`config.mk`:
```
export PLATFORM = sky130hd
export DESIGN_NAME = output_collector
export DESIGN_NICKNAME = d
export VERILOG_FILES = /design/src/rtl/output_collector.sv
export SDC_FILE = /design/constraint.sdc
export NUM_CORES = 1
export LEC_CHECK = 0
export CORE_ASPECT_RATIO = 0.8
export CORE_UTILIZATION = 50
export DETAILED_ROUTE_END_ITERATION = 16
export GPL_TIMING_DRIVEN = 0
export PLACE_DENSITY = 0.85
export SYNTH_ARGS = -nofsm -noshare
export SYNTH_HDL_FRONTEND = slang
export SYNTH_SLANG_ARGS = --single-unit
```
`constraint.sdc`:
```
create_clock -name clk -period 2.45 [get_ports clk]
set_clock_uncertainty 0.05 [all_clocks]
set_input_delay 0.3675 -clock clk [delete_from_list [all_inputs] [get_ports clk]]
set_output_delay 0.3675 -clock clk [all_outputs]
set_load 0.02 [all_outputs]
```
`src/rtl/output_collector.sv`:
```
// output_collector
//
// Last stage after the convolution controller/datapath. Each finished pixel
// (accumulator plus (x, y, ch) tag) is requantised by an arithmetic right
// shift with saturation. It is then buffered in a small first-word-fall-through
// FIFO and drained to the host over a valid/ready handshake.
//
// Ports:
//   clk, arst_n_in         clock (rising edge), asynchronous active-low reset
//   start                  one-cycle pulse: empties FIFO, clears count/flags
//   in_valid               result strobe from the controller (output_valid)
//   in_data                signed accumulator, ACC_WIDTH bits
//   in_x, in_y, in_ch      32-bit result tag
//   out_valid, out_ready   host handshake for the FIFO head
//   out_data               requantised head value, OUT_WIDTH bits
//   out_x, out_y, out_ch   head tag
//   stall                  FIFO almost full (occupancy >= FIFO_DEPTH-1)
//   overflow               sticky: a result arrived while full and was dropped
//   done                   TOTAL_OUTPUTS results delivered this run
//   out_count              results delivered to the host this run
module output_collector #(
  parameter int ACC_WIDTH     = 32,
  parameter int OUT_WIDTH     = 16,
  parameter int SHIFT         = 8,
  parameter int FIFO_DEPTH    = 4,
  parameter int TOTAL_OUTPUTS = 1024*1024*64
) (
  input  logic                 clk,
  input  logic                 arst_n_in,
  input  logic                 start,
  input  logic                 in_valid,
  input  logic [ACC_WIDTH-1:0] in_data,
  input  logic [31:0]          in_x,
  input  logic [31:0]          in_y,
  input  logic [31:0]          in_ch,
  output logic                 out_valid,
  input  logic                 out_ready,
  output logic [OUT_WIDTH-1:0] out_data,
  output logic [31:0]          out_x,
  output logic [31:0]          out_y,
  output logic [31:0]          out_ch,
  output logic                 stall,
  output logic                 overflow,
  output logic                 done,
  output logic [31:0]          out_count
);

  localparam int PTR_W  = $clog2(FIFO_DEPTH);
  localparam int CNT_W  = PTR_W + 1;
  localparam int WORD_W = OUT_WIDTH + 96;

  // Saturation bounds expressed at accumulator width so the compare is signed.
  localparam logic signed [ACC_WIDTH-1:0] SAT_MAX =
    {{(ACC_WIDTH-OUT_WIDTH+1){1'b0}}, {(OUT_WIDTH-1){1'b1}}};
  localparam logic signed [ACC_WIDTH-1:0] SAT_MIN = ~SAT_MAX;
  localparam logic [31:0] TOTAL_C = 32'(TOTAL_OUTPUTS);

  typedef enum logic [1:0] {
    IDLE       = 2'd0,
    ACTIVE     = 2'd1,
    DRAIN_DONE = 2'd2
  } state_t;

  // Arithmetic right shift followed by clamp to the signed OUT_WIDTH range.
  function automatic logic [OUT_WIDTH-1:0] requant(input logic signed [ACC_WIDTH-1:0] acc);
    logic signed [ACC_WIDTH-1:0] s;
    s = acc >>> SHIFT;
    if (s > SAT_MAX) begin
      requant = SAT_MAX[OUT_WIDTH-1:0];
    end else if (s < SAT_MIN) begin
      requant = SAT_MIN[OUT_WIDTH-1:0];
    end else begin
      requant = s[OUT_WIDTH-1:0];
    end
  endfunction

  logic [WORD_W-1:0] mem_r [FIFO_DEPTH];
  logic [PTR_W-1:0]  wr_ptr_r;
  logic [PTR_W-1:0]  rd_ptr_r;
  logic [CNT_W-1:0]  occ_r;
  logic [CNT_W-1:0]  occ_next_s;
  logic [31:0]       count_r;
  logic              stall_r;
  logic              overflow_r;
  logic              done_r;
  state_t            state_r;
  state_t            state_s;
  logic              full_s;
  logic              push_s;
  logic              pop_s;
  logic              drop_s;
  logic              final_pop_s;
  logic [WORD_W-1:0] head_s;

  // start overrides any push or pop in the same cycle.
  assign full_s      = (occ_r == CNT_W'(FIFO_DEPTH));
  assign out_valid   = (occ_r != {CNT_W{1'b0}});
  assign pop_s       = out_valid && out_ready && !start;
  assign push_s      = in_valid && (!full_s || pop_s) && !start;
  assign drop_s      = in_valid && full_s && !pop_s && !start;
  assign final_pop_s = pop_s && ((count_r + 32'd1) == TOTAL_C);

  // Head is read straight from storage so it appears the cycle after the push.
  assign head_s    = mem_r[rd_ptr_r];
  assign out_data  = head_s[WORD_W-1 -: OUT_WIDTH];
  assign out_x     = head_s[95:64];
  assign out_y     = head_s[63:32];
  assign out_ch    = head_s[31:0];
  assign stall     = stall_r;
  assign overflow  = overflow_r;
  assign done      = done_r;
  assign out_count = count_r;

  // Next occupancy: a simultaneous push and pop leave it unchanged.
  always_comb begin
    occ_next_s = occ_r;
    if (start) begin
      occ_next_s = {CNT_W{1'b0}};
    end else if (push_s && !pop_s) begin
      occ_next_s = occ_r + CNT_W'(1);
    end else if (pop_s && !push_s) begin
      occ_next_s = occ_r - CNT_W'(1);
    end else begin
      occ_next_s = occ_r;
    end
  end

  // FIFO storage, pointers and occupancy.
  always_ff @(posedge clk or negedge arst_n_in) begin
    if (!arst_n_in) begin
      for (int i = 0; i < FIFO_DEPTH; i++) begin
        mem_r[i] <= {WORD_W{1'b0}};
      end
      wr_ptr_r <= {PTR_W{1'b0}};
      rd_ptr_r <= {PTR_W{1'b0}};
      occ_r    <= {CNT_W{1'b0}};
    end else if (start) begin
      wr_ptr_r <= {PTR_W{1'b0}};
      rd_ptr_r <= {PTR_W{1'b0}};
      occ_r    <= {CNT_W{1'b0}};
    end else begin
      if (push_s) begin
        mem_r[wr_ptr_r] <= {requant($signed(in_data)), in_x, in_y, in_ch};
        wr_ptr_r        <= wr_ptr_r + PTR_W'(1);
      end
      if (pop_s) begin
        rd_ptr_r <= rd_ptr_r + PTR_W'(1);
      end
      occ_r <= occ_next_s;
    end
  end

  // Status registers: almost-full, sticky overflow, delivered count, done.
  always_ff @(posedge clk or negedge arst_n_in) begin
    if (!arst_n_in) begin
      stall_r    <= 1'b0;
      overflow_r <= 1'b0;
      count_r    <= 32'd0;
      done_r     <= 1'b0;
    end else if (start) begin
      stall_r    <= 1'b0;
      overflow_r <= 1'b0;
      count_r    <= 32'd0;
      done_r     <= 1'b0;
    end else begin
      stall_r <= (occ_next_s >= CNT_W'(FIFO_DEPTH - 1));
      if (drop_s) begin
        overflow_r <= 1'b1;
      end
      if (pop_s) begin
        count_r <= count_r + 32'd1;
      end
      if (final_pop_s && (state_r == ACTIVE)) begin
        done_r <= 1'b1;
      end
    end
  end

  // Run state register.
  always_ff @(posedge clk or negedge arst_n_in) begin
    if (!arst_n_in) begin
      state_r <= IDLE;
    end else begin
      state_r <= state_s;
    end
  end

  // Run state transitions; the state only gates when done may be raised.
  always_comb begin
    state_s = state_r;
    case (state_r)
      IDLE: begin
        if (start) begin
          state_s = ACTIVE;
        end else begin
          state_s = IDLE;
        end
      end
      ACTIVE: begin
        if (start) begin
          state_s = ACTIVE;
        end else if (final_pop_s) begin
          state_s = DRAIN_DONE;
        end else begin
          state_s = ACTIVE;
        end
      end
      DRAIN_DONE: begin
        if (start) begin
          state_s = ACTIVE;
        end else begin
          state_s = DRAIN_DONE;
        end
      end
      default: begin
        state_s = IDLE;
      end
    endcase
  end

endmodule

```
==> results of run 1 <==
## worst max-delay path by stage
stage	startpoint	to	slack, ps	cells after the start
after floorplan	out_count[0]	done	2	8
after global routing	rd_ptr_r[0]	out_y[21]	-290	6
after detailed placement	rd_ptr_r[0]	out_data[7]	-1440	5
after CTS	rd_ptr_r[0]	out_y[20]	-300	7
final	rd_ptr_r[0]	out_y[29]	-210	6
after global placement	arst_n_in	out_count[6]	-21190	1
## cell usage in the layout (no fill, tap or decap), types with 3 or more instances in the layout
master	netlist	layout
clkbuf_16	0	53
o21ai_1	5	3
clkdlybuf4s50_1	0	157
bufinv_16	0	4
nand2_8	0	4
ha_1	9	7
clkbuf_4	0	12
buf_12	0	20
buf_6	5	125
buf_2	2	25
mux2_2	388	388
dfrtp_2	0	14
nand2_1	94	90
clkbuf_2	0	45
and3_1	3	3
nor4_4	2	4
nor4_1	16	14
dfrtp_1	492	478
xnor2_1	22	22
buf_4	3	49
a21oi_1	7	7
nand4_4	1	3
nor2_1	51	49
mux2i_1	3	3
clkbuf_8	1	12
clkinv_2	0	6
a31oi_1	5	5
diode_2	0	3
nand3_1	13	11
nor3_1	12	11
nand4_1	17	17
o21ai_0	85	85
mux4_2	112	112
inv_1	10	10
clkbuf_1	81	17
xor2_1	20	20
buf_8	0	5
buf_16	0	6
## layer usage
| metal | wire length, um | vias to the layer above | GRT usage, % |
|---|---|---|---|
| li1 | - | 6403 | - |
| met1 | 23790 | 7667 | 33.86 |
| met3 | 4171 | 142 | 6.587 |
| met2 | 27490 | 517 | 40.15 |
| met4 | 1928 | 8 | 8.492 |
| met5 | 47 | - | 0 |
## critical path: stages, from the launching register on
cell	delay, ps
dfrtp_2	400
buf_12	140
clkbuf_16	170
buf_12	140
buf_4	110
mux4_2	520
buf_6	150
## repair_timing
item / CTS / global route
pin swaps: 4 / 18
hold endpoints to repair: 40 / 0
gates resized for setup: 773 / 141
endpoints found under the setup margin: 576 / 376
hold buffers: 1 / 0
setup buffers: 32 / 55
gates cloned: 6 / 2
## sequential cells by signal (all words and copies together) (netlist names)
name and flops:
done 1, mem_r 448, occ_r 3, out_count 32, overflow 1, rd_ptr_r 2
stall 1, state_r 2, wr_ptr_r 2
## Yosys cell counts, types with 2 or more instances
library cell  instances
a211oi_1              3
a21oi_1               7
a31oi_1               5
and2_1                2
and3_1                3
and4b_1               2
buf_1                13
buf_2                 2
buf_4                 3
buf_6                 5
clkbuf_1             81
dfrtp_1             492
ha_1                  9
inv_1                10
mux2_2              388
mux2i_1               3
mux4_2              112
nand2_1              94
nand3_1              13
nand3b_1              2
nand4_1              17
nand4_2               2
nor2_1               51
nor3_1               12
nor4_1               16
nor4_2                2
nor4_4                2
o211ai_1              2
o21ai_0              85
o21ai_1               5
o22ai_1               2
o31ai_1               2
or3_1                 2
or4_1                 3
xnor2_1              22
xor2_1               20
## stage by stage
| step | hold WS (ps) | util [%] | cells | worst slack [ps] | TNS [ps] |
|---|---|---|---|---|---|
| final | 221.5 | 66.31 | 2517 | -210.1 | -13260 |
| after global routing | 251.8 | 66.31 | 2517 | -286.9 | -21100 |
| after CTS | 209.3 | 64.54 | 2470 | -300.2 | -19990 |
| after detailed placement | 235.0 | 59.22 | 2352 | -1436 | -495840 |
| after global placement | 407.2 | 58.95 | 2348 | -21190 | - |
| after floorplan | 21.91 | - | 1517 | 2.331 | 0 |
## cell families after synthesis
| group | after synthesis |
|---|---|
| buf+inv | 115 |
| fa+ha+maj | 9 |
| simple gates | 237 |
| mux | 503 |
| compound gates | 119 |
| xor+xnor | 42 |
| flops | 492 |
## final cells by class
| class | count | area (um2) | share of cell area, % |
|---|---|---|---|
| flip-flops and latches | 492 | 12330 | 42.94 |
| multi-input cells | 910 | 9460 | 32.95 |
| repair buffers | 366 | 3869 | 13.47 |
| clock buffers | 68 | 1388 | 4.832 |
| plain buffers | 95 | 749.5 | 2.610 |
| well taps | 560 | 700.7 | 2.440 |
| clock inverters | 13 | 173.9 | 0.6057 |
| inverters | 10 | 37.54 | 0.1307 |
| diodes | 3 | 7.507 | 0.02614 |
## power by group through the flow
stage	registers, mW	logic, mW	clock network [mW]
6_report	13.0	13.5	7.46
5_1_grt	13.3	14.3	7.89
4_1_cts	12.9	12.7	7.58
3_5_place_dp	13.0	12.0	0
3_3_place_gp	12.8	11.6	0
2_1_floorplan	12.4	7.64	0
==> summary.txt, run 1 <==
Synth
  – Seq/Total Area, Yosys: 55.80%
  – Mapped Cells: 1517
  – Ys async rst share: 100.0%
  – Mux cell area share after synthesis: 31.37%
  – Synth top area share: 55.80%
  – Yosys reg bits: 492
  – Unique masters post-synth: 59
  – Largest family of logic cells by synthesized area: multiplexers
  – Simple-gate share of the synthesized area: 5.472%
  – Synth area leaders: dfrtp_1, mux2_2, mux4_2
  – Top_reg_cell synth: dfrtp_1
  – Mapped cell area: 0.02206 mm2
  – Avg Cell Area, Syn: 14.55 um2
  – Synth Area in Compound Gates: 2.949%
  – Xor/xnor share of the synthesized area: 1.667%
  – Synth area leader: dfrtp_1
  – Post-Syn Nets: 1659
  – EDFF count, synth: 0
  – Synth warn: 0
  – Post-Synth Adder-Cell Area: 0.5103%

Worst setup path
  – Reg2reg setup slack: -180 ps
  – Startpoint types: register
  – Worst setup path class: reg -> out
  – CP endpoint kind: output port
  – FF-to-FF End: state_r[0]
  – Worst Path Max Fanout: 7
  – FF-to-FF path depth: 7
  – Required @ worst endpoint: 2030 ps
  – R2r startpoint: out_count[0]
  – Arr. time, crit path: 2240 ps

Power
  – Reg power frac: 38.2%
  – Final Power: 33.93 mW
  – Leak: 12.67 nW
  – P_int: 23.34 mW
  – Comb pwr share: 39.8%
  – Worst IR Drop VDD: 0.0009482 V
  – Pwr/cell area: 1181 mW/mm2
  – Clock share of power: 22.0%
  – P_sw: 10.58 mW
  – Switching Share: 31.20%

Detailed routing
  – Drt wl/cell: 22.82 um
  – DRC: 0
  – DR iter-0 viols: 977
  – Post-DRT Antenna Nets: 0
  – Post-DR vias/cell: 5.855
  – Router iterations before antenna repair: 6
  – Via Count: 14.74k
  – WL final: 57.43 mm

Placement
  – Placed cell area: 0.02565 mm2
  – Hpwl dp: 36.53 mm
  – Buffers on Ports: 271
  – RD Place Congestion: 0.8489

Timing
  – Final slew viol count: 0
  – Final setup viols: 99
  – Final Hold Fails: 0
  – Worst slew pin tran: 662.3 ps
  – Final period utilization: 108.6%
  – RSZ-0062 raised after global routing: yes
  – Max Clk Rate: 0.3759 GHz
  – Tmin final: 2660 ps
  – Setup WS post-layout: -210.1 ps
  – Slew HR: 55.85%

Global route
  – Initial antenna violation count: 8
  – Vias in the first global route: 15.51k
  – First-pass GRT wire length: 88.06 mm
  – Largest net degree at the start of global routing: 129
  – GR Overflow Total: 0
  – Total GRT Usage: 25.22%

Final layout
  – Final instance area: 0.02872 mm2
  – Synth-to-Final Area Change: 30.14%
  – FILL cells: 2893
  – Layout cells sized above 1: 46.67%
  – Layout Nets: 2065

Die
  – Starting density of the core: 50.95%
  – DIE WIDTH: 236.9 um
  – Die Y: 189.9 um
  – Core ar.: 0.04331 mm2
  – I/O Pins: 281
  – Placement Rows: 68
  – Die ar.: 0.04498 mm2

CTS
  – CTS buffer count: 48
  – H-tree depth: 2
  – Clock Sinks: 492
  – CTS root buffer: clkbuf_16
  – CTS max path bufs: 3
  – Clock slew at reported path FFs: 70 ps
  – TritonCTS clock tree: yes
  – Clock latency on the worst-skew pair: 580 ps

Outcome
  – Outcome: finished, violations left
  – Violated checks: setup timing

Job
  – Maxcap violations: 0

Hold path
  – Worst hold path class: in -> async
Power figures use the tool's default switching activity.
==> run 2, diff against run 1 <==
--- a/config.mk
+++ b/config.mk
@@ -6,10 +6,10 @@
 export NUM_CORES = 1
 export LEC_CHECK = 0
 export CORE_ASPECT_RATIO = 0.8
-export CORE_UTILIZATION = 50
+export CORE_UTILIZATION = 55
 export DETAILED_ROUTE_END_ITERATION = 16
 export GPL_TIMING_DRIVEN = 0
-export PLACE_DENSITY = 0.85
+export PLACE_DENSITY = 0.88
 export SYNTH_ARGS = -nofsm -noshare
 export SYNTH_HDL_FRONTEND = slang
 export SYNTH_SLANG_ARGS = --single-unit
==> constraint.sdc (replaced) <==
create_clock -name clk -period 2.5 [get_ports clk]
set_clock_uncertainty 0.05 [all_clocks]
set_input_delay 0.375 -clock clk [delete_from_list [all_inputs] [get_ports clk]]
set_output_delay 0.375 -clock clk [all_outputs]
set_load 0.02 [all_outputs]
==> summary.txt, run 2 (same netlist as run 1, synthesis figures left out) <==
Final layout
  – Most frequent cells in the layout: dfrtp_1, mux2_2, clkdlybuf4s50_1
  – Commonest non-fill, non-tap cell in the layout: dfrtp_1
  – Max FFs per register: 448
  – Final Non-Filler Cells: 2479
  – Most flop-heavy register: mem_r
  – Synth-to-Final Area Change: 28.81%
  – Layout cells sized above 1: 46.42%
  – Layout Nets: 2048
  – FILL cells: 2378
  – Layout Utilization: 72.05%
  – Antenna Cells: 0

Placement
  – RD Place Congestion: 0.8804
  – Hpwl dp: 35.61 mm
  – Placed instance count: 2328
  – Buffers on Ports: 271

Worst setup path
  – CP dominant cell by count: clkbuf_16
  – Crit-path leading delay family: buffers and inverters
  – Arr. time, crit path: 2220 ps
  – Startpoint types: register
  – CP endpoint kind: output port
  – R2r startpoint: out_count[11]
  – Worst setup path class: reg -> out
  – Reg2reg setup slack: -130 ps
  – Required @ worst endpoint: 2080 ps
  – FF-to-FF path depth: 9
  – Worst path cell trace: buf_12 > clkbuf_16 > buf_8 > clkbuf_16 > mux4_2 > buf_6
  – Slowest-stage cell, CP: mux4_2
  – FF-to-FF End: state_r[0]
  – Buf/Inv on CP: 5
  – Largest stage delay, worst path: 520 ps
  – Worst Path Max Fanout: 7

Timing
  – Final slew viol count: 0
  – Max Clk Rate: 0.3785 GHz
  – Tmin final: 2642 ps
  – Final setup viols: 74
  – RSZ-0062 raised after global routing: yes
  – Setup WS post-layout: -141.8 ps
  – Worst slew pin tran: 675.0 ps
  – Slew HR: 54.52%
  – Final period utilization: 105.7%
  – Final Hold Fails: 0
  – Setup TNS: -4804 ps

Detailed routing
  – Drt wl/cell: 23.31 um
  – WL final: 57.79 mm
  – DR iter-0 viols: 1155
  – Router iterations before antenna repair: 5
  – DRC: 0
  – Post-DR vias/cell: 5.986
  – Post-DRT Antenna Nets: 0
  – Via Count: 14.84k

Power
  – Pwr/cell area: 1149 mW/mm2
  – Leak: 12.60 nW
  – Final Power: 32.65 mW
  – Worst IR Drop VDD: 0.0009196 V

CTS
  – CTS max path bufs: 3
  – TritonCTS clock tree: yes
  – Clock latency on the worst-skew pair: 570 ps
  – CTS buffer count: 49
  – Clock Sinks: 492
  – H-tree depth: 2
  – Clock slew at reported path FFs: 60 ps
  – CTS root buffer: clkbuf_16

Die
  – Starting density of the core: 55.94%
  – Die ar.: 0.04093 mm2
  – I/O Pins: 281
  – Core ar.: 0.03944 mm2
  – DIE WIDTH: 225.9 um
  – Placement Rows: 65
  – Die Y: 181.2 um

Global route
  – First-pass GRT wire length: 88.89 mm
  – Largest net degree at the start of global routing: 130
  – GR Overflow Total: 0
  – Vias in the first global route: 16.04k
  – Initial antenna violation count: 5
  – Total GRT Usage: 28.10%

Hold path
  – Worst hold path class: in -> async

Job
  – Maxcap violations: 0

Outcome
  – Outcome: finished, violations left
  – Violated checks: setup timing
-- run 2: changes by cell type in the layout (fill, tap and decap cells not counted), sizes merged --
cell	before	now
diode	3	0
nand2	94	96
clkinvlp	2	1
dlygate4sd2	1	3
clkbuf	139	149
bufinv	4	2
clkinv	7	10
inv	10	14
buf	231	202
-- run 2: report_power, final --
group	leakage [nW]	internal [mW]	switching [mW]
Combinational	5.58	7.05	5.55
Clock	0.787	4.17	3.16
Sequential	6.24	11.1	1.65
Total	12.6	22.3	10.4
-- run 2: cell type report --
| class | count | area (um2) | share of cell area (%) |
|---|---|---|---|
| tap | 536 | 670.6 | 2.360 |
| multi-input combinational | 912 | 9485 | 33.37 |
| clock buffer | 71 | 1419 | 4.992 |
| sequential | 492 | 12330 | 43.39 |
| buffer | 90 | 742.0 | 2.611 |
| clock inverter | 17 | 171.4 | 0.6031 |
| inverter | 10 | 37.54 | 0.1321 |
| timing repair buffer | 351 | 3565 | 12.54 |
-- run 2: what timing repair did --
| action | CTS | global route |
|---|---|---|
| hold endpoints to repair | 32 | 0 |
| buffers inserted | 59 | 11 |
| gates cloned | 4 | 4 |
| pin swaps | 13 | 7 |
| endpoints found under the setup margin | 575 | 464 |
| resized for setup | 712 | 159 |
| hold buffers | 1 | 0 |
-- run 2: worst max-delay path by stage --
stage,startpoint,to,slack (ps),depth (start not counted)
floorplan,out_count[6],done,0.7,7
global placement,arst_n_in,out_count[9],-21110,1
detailed placement,rd_ptr_r[0],out_x[4],-1500,5
CTS,rd_ptr_r[0],out_x[25],-210,6
global route,out_count[11],state_r[0],-220,9
finish,rd_ptr_r[0],out_x[22],-140,6
-- run 2: through the flow --
step / worst slack (ps) / hold WS [ps] / area (um2)
4_1_cts: -213.9 / 190.3 / 27980
3_5_place_dp: -1500 / 215.3 / 25580
2_1_floorplan: 0.6815 / 29.41 / 22080
3_3_place_gp: -21110 / 407.3 / 25470
6_report: -141.8 / 213.3 / 28420
5_1_grt: -220.0 / 216.7 / 28420
-- run 2: routing by layer --
metal	up-vias	global-route usage, %	routed length (um)	part of all wire, %
li1	6379	-	-	-
met1	7699	36.96	23490	41
met2	603	45.74	28380	49
met3	150	6.912	4117	7.1
met4	8	9.551	1758	3.0
met5	-	0	51	0.088
